[config.mk]
export PLATFORM = sky130hd
export DESIGN_NAME = dcp_print
export DESIGN_NICKNAME = d
export VERILOG_FILES = /design/src/rtl/dcp_print.sv
export SDC_FILE = /design/constraint.sdc
export NUM_CORES = 1
export LEC_CHECK = 0
export BUFFER_PORTS_ARGS = -buffer_cell sky130_fd_sc_hd__buf_4
export CAP_MARGIN = 20
export CORE_MARGIN = 4
export CORE_UTILIZATION = 40
export CTS_BUF_LIST = sky130_fd_sc_hd__clkbuf_16
export DETAILED_ROUTE_END_ITERATION = 8
export SLEW_MARGIN = 20
export SYNTH_ARGS = -nofsm -noshare
export SYNTH_HDL_FRONTEND = slang
export SYNTH_SLANG_ARGS = --single-unit
[constraint.sdc]
create_clock -name clk -period 7.3 [get_ports clk]
set_clock_uncertainty 0.15 [all_clocks]
set_input_delay 0.73 -clock clk [delete_from_list [all_inputs] [get_ports clk]]
set_output_delay 0.73 -clock clk [all_outputs]
set_load 0.01 [all_outputs]
[src/rtl/dcp_print.sv]
// dcp_print: DCP transmit formatter, raw byte or uppercase hex plus suffix onto UART TX.
// Optional build macro DCP_PRINT_ZERO_SUPPRESS_EN skips leading zero hex digits.
module dcp_print #(
    parameter int HEX_DIGITS = 8
) (
    input  logic        clk,
    input  logic        rst,
    input  logic        req_tx,
    input  logic        type_tx,
    input  logic [1:0]  suffix_tx,
    input  logic [31:0] din_tx,
    output logic        busy_tx,
    output logic        ack_tx,
    output logic [7:0]  d_tx,
    output logic        vld_tx,
    input  logic        rdy_tx
);

    typedef enum logic [1:0] {
        IDLE   = 2'd0,
        SEND   = 2'd1,
        SUFFIX = 2'd2,
        DONE   = 2'd3
    } state_t;

    localparam logic [2:0] TOP = 3'(HEX_DIGITS - 1);

    state_t      state, state_n;
    logic [31:0] data, data_n;
    logic        typ, typ_n;
    logic [1:0]  sfx, sfx_n;
    logic [2:0]  cnt, cnt_n;
    logic        sidx, sidx_n;
    logic [7:0]  d_n;
    logic        vld_n;
    logic        ack_n;
    logic        busy_n;
    logic        xfer;
    logic [2:0]  top_idx;

    function automatic logic [3:0] nib(input logic [31:0] v,
                                       input logic [2:0]  i);
        return v[{i, 2'b00} +: 4];
    endfunction

    function automatic logic [7:0] hex_char(input logic [3:0] n);
        return (n < 4'd10) ? {4'h3, n} : 8'h37 + {4'h0, n};
    endfunction

    // Index of the first digit to print for a freshly requested value.
`ifdef DCP_PRINT_ZERO_SUPPRESS_EN
    always_comb begin
        top_idx = 3'd0;
        for (int i = 0; i < HEX_DIGITS; i++) begin
            if (din_tx[i*4 +: 4] != 4'h0) top_idx = 3'(i);
        end
    end
`else
    always_comb begin
        top_idx = TOP;
    end
`endif

    assign xfer = vld_tx && rdy_tx;

    always_ff @(posedge clk) begin
        if (rst) begin
            state   <= IDLE;
            data    <= '0;
            typ     <= 1'b0;
            sfx     <= 2'b00;
            cnt     <= 3'd0;
            sidx    <= 1'b0;
            d_tx    <= 8'h00;
            vld_tx  <= 1'b0;
            ack_tx  <= 1'b0;
            busy_tx <= 1'b0;
        end else begin
            state   <= state_n;
            data    <= data_n;
            typ     <= typ_n;
            sfx     <= sfx_n;
            cnt     <= cnt_n;
            sidx    <= sidx_n;
            d_tx    <= d_n;
            vld_tx  <= vld_n;
            ack_tx  <= ack_n;
            busy_tx <= busy_n;
        end
    end

    always_comb begin
        state_n = state;
        data_n  = data;
        typ_n   = typ;
        sfx_n   = sfx;
        cnt_n   = cnt;
        sidx_n  = sidx;
        d_n     = d_tx;
        vld_n   = vld_tx;
        ack_n   = 1'b0;
        busy_n  = busy_tx;

        unique case (state)
            IDLE: begin
                busy_n = 1'b0;
                vld_n  = 1'b0;
                if (req_tx) begin
                    data_n  = din_tx;
                    typ_n   = type_tx;
                    sfx_n   = suffix_tx;
                    sidx_n  = 1'b0;
                    busy_n  = 1'b1;
                    vld_n   = 1'b1;
                    state_n = SEND;
                    if (type_tx) begin
                        cnt_n = top_idx;
                        d_n   = hex_char(nib(din_tx, top_idx));
                    end else begin
                        cnt_n = 3'd0;
                        d_n   = din_tx[7:0];
                    end
                end
            end

            SEND: begin
                if (xfer) begin
                    if (!typ || cnt == 3'd0) begin
                        // Suffix byte follows the last digit with no vld gap.
                        unique case (1'b1)
                            (sfx == 2'b01): begin
                                state_n = SUFFIX;
                                d_n     = 8'h20;
                            end
                            (sfx == 2'b10): begin
                                state_n = SUFFIX;
                                d_n     = 8'h0D;
                            end
                            default: begin
                                state_n = DONE;
                                vld_n   = 1'b0;
                                ack_n   = 1'b1;
                            end
                        endcase
                    end else begin
                        cnt_n = cnt - 3'd1;
                        d_n   = hex_char(nib(data, cnt - 3'd1));
                    end
                end
            end

            SUFFIX: begin
                if (xfer) begin
                    if (sfx == 2'b10 && !sidx) begin
                        sidx_n = 1'b1;
                        d_n    = 8'h0A;
                    end else begin
                        state_n = DONE;
                        vld_n   = 1'b0;
                        ack_n   = 1'b1;
                    end
                end
            end

            DONE: begin
                state_n = IDLE;
                busy_n  = 1'b0;
                vld_n   = 1'b0;
            end

            default: begin
                state_n = IDLE;
                busy_n  = 1'b0;
                vld_n   = 1'b0;
            end
        endcase
    end

endmodule

==> flow_summary.json <==
{
  "reg2reg_setup_slack_ns": 3.92,
  "power_per_cell_area_nw_per_um2": 406,
  "grt_pass1_wl_mm": 11.8,
  "antenna_found_initial": 0,
  "final_hpwl_from_detailed_placement_mm": 5.34,
  "clk_pin_slew_ns": 0.07,
  "synth-seq-cells": 52,
  "tightest_slew_ns": 0.666,
  "timing.final.setup_violations": 0,
  "grt_pass1_vias": 2343,
  "endpoint_kind": "flop",
  "grt_max_degree": 46,
  "post-route-util": 0.502,
  "final_common_cell": "nand2_1",
  "port-buffer-count": 49,
  "die_width_um": 92.2,
  "detailed_place.area_um2": 3260,
  "dr_total_vias": 2530,
  "report.final.slew_viol_count": 0,
  "post_synth_edffs": 0,
  "maxClockFrequency_ghz": 0.296,
  "ys_dominant_reg_cell": "dfxtp_1",
  "ant_nets": 0,
  "cp.required_ns": 7.33,
  "postRouteWirelength_mm": 7.20,
  "max_slew_margin": 0.552,
  "irDropWorstVdd_uv": 135,
  "synthesis.nets": 400,
  "starting_density": 0.415,
  "tns_ns": 0,
  "clock_path_buffers": 2,
  "synth_area_leaders": "dfxtp_1, nand2_1, a21oi_1",
  "pre_cts_ws_ns": 3.89,
  "syn2layout_area_growth_pct": 21.0,
  "synthesis.area_per_instance_um2": 8.12,
  "place_inst": 476,
  "yosys.area.top_type": "dfxtp_1",
  "synth_async_sr_flop_share": 0,
  "holdCritPathClass": "flop to flop",
  "final_design_area_no_fill_um2": 3430,
  "max-cap-violations": 0,
  "post_cts_buffers": 0,
  "drtPass1Iterations": 5,
  "finalPower_mw": 1.39,
  "layout_common_cells": "nand2_1, a21oi_1, dfxtp_1",
  "design.core.area_um2": 6830,
  "share_of_the_synthesized_netlist_area_taken_by_xor_and_xnor_gates": 0.00574,
  "post-route-min-period_ns": 3.38,
  "avgViaCountPerCell": 5.23,
  "hold_violations": 0,
  "syn_inst": 349,
  "synthesis.area_um2": 2830,
  "finalWeightedCongestion": 0.869,
  "num_io_pins": 50,
  "clockRootBuffer": "clkbuf_16",
  "fin_cells": 484,
  "tritoncts_num_sinks": 52,
  "final_stage_net_count": 438,
  "synth_simple_gate_area_share": 0.220,
  "floorplan.die_area_um2": 8490,
  "largest_family_of_logic_cells_by_synthesized_area": "simple AND/OR/NAND/NOR gates",
  "synthAdderAreaFrac": 0.0530,
  "grt_setup_unrepaired": "false",
  "wire_per_inst_um": 14.9,
  "num_antenna_cells": 0,
  "timing.critical_path.fanout_max": 12,
  "final.hold.worst_slack_ns": 0.306,
  "power_leakage_nw": 1.36,
  "ctsResizeCount": 0,
  "gr-usage-all-layers": 0.171,
  "final_min_period_over_clock_period": 0.463,
  "first_iter_violations": 115,
  "drive_gt1_frac": 0.206,
  "cts_buffers": 5,
  "setup_slack_ns": 3.92,
  "drc_errors": 0,
  "post_synth_mux_area_share": 0.113,
  "placement_rows": 30,
  "cts_tree": "built",
  "grt.overflow.total": 0,
  "synth_compound_gate_area_share": 0.199,
  "synth_largest_type_area_fraction": 0.367,
  "timing_worst_setup_path_type": "flop to flop",
  "arrival_time_of_data_at_the_critical_path_endpoint_ns": 3.41,
  "cts-hold-fix-buffers": 0,
  "worst_skew_pair_latency_ns": 0.29,
  "ctsHtreeMaxLevel": 2,
  "yosys.cell_types.count": 43,
  "die_y_um": 92.2,
  "outcome": "finished clean",
  "setup.worst_path.start_class": "flop",
  "ys_seq_area_frac": 0.367,
  "synthesis.yosys.warnings": 0
}
-- logic make-up (layout without fill, tap and decap cells) --
kind of cell,Yosys count,in the layout
AND/OR/NAND/NOR,142,142
AO/OA/AOI/OAI,92,92
flip-flops,52,52
buffers and inverters,31,70
multiplexers,19,19
adder cells (fa/ha/maj),12,12
XOR/XNOR,1,1
-- final timing paths --
kind | start | end | depth (start not counted)
hold reg to reg | data[19]$_SDFFE_PP0P_ | data[19]$_SDFFE_PP0P_ | 2
hold / removal | data[19]$_SDFFE_PP0P_ | data[19]$_SDFFE_PP0P_ | 2
setup reg to reg | cnt[0]$_SDFFE_PP0P_ | d_tx[0]$_SDFFE_PP0P_ | 7
setup / recovery | cnt[0]$_SDFFE_PP0P_ | d_tx[0]$_SDFFE_PP0P_ | 7
-- power by group --
| group | switching (mW) | internal (mW) | total (mW) |
|---|---|---|---|
| combinational | 0.395 | 0.307 | 0.703 |
| clock | 0.107 | 0.162 | 0.269 |
| sequential | 0.0642 | 0.354 | 0.418 |
| total | 0.566 | 0.823 | 1.39 |
-- worst max-delay path: stages, from the launching register on --
cell and delay (ns):
dfxtp_1 0.71, inv_1 0.15, ha_1 0.28, xor2_2 0.45, mux4_2 0.57, mux2_2 0.32, or4b_1 0.46, and3_1 0.18
-- area by class of cell --
| class | count | area, um^2 |
|---|---|---|
| clock inverter | 3 | 42.5 |
| inverter | 11 | 41.3 |
| clock buffer | 5 | 125 |
| fill | 680 | 3400 |
| tap | 96 | 120 |
| timing repair buffer | 51 | 383 |
| sequential | 52 | 1040 |
| multi-input combinational | 266 | 1670 |
-- synth_stat cells (3+ instances only) --
| master | number |
|---|---|
| nor2_1 | 24 |
| mux4_2 | 10 |
| a21bo_2 | 3 |
| mux2i_1 | 6 |
| nor3_1 | 4 |
| nor2b_1 | 4 |
| nand2_1 | 82 |
| inv_1 | 11 |
| o211ai_1 | 3 |
| clkbuf_1 | 17 |
| a31oi_1 | 5 |
| dfxtp_1 | 52 |
| nand3_1 | 9 |
| o21ai_0 | 11 |
| ha_1 | 12 |
| nand2b_1 | 5 |
| a21boi_0 | 3 |
| a21oi_1 | 53 |
| mux2_2 | 3 |
| and2_1 | 3 |
-- routing by layer --
| metal | wire [um] | global-route usage | part of all wire | vias up |
|---|---|---|---|---|
| met1 | 3350 | 0.237 | 0.47 | 1166 |
| met3 | 421 | 0.0328 | 0.058 | 4 |
| met2 | 3380 | 0.281 | 0.47 | 63 |
| met4 | 41 | 0.0297 | 0.0057 | 0 |
| li1 | - | - | - | 1297 |
| met5 | 0 | 0 | 0 | - |
-- flip-flops by register name, summed over array words and instances, names as in the netlist --
signal,count
d_tx,8
cnt,3
state,2
busy_tx,1
sidx,1
ack_tx,1
vld_tx,1
typ,1
data,32
sfx,2
(Power assumes the default switching activity.)
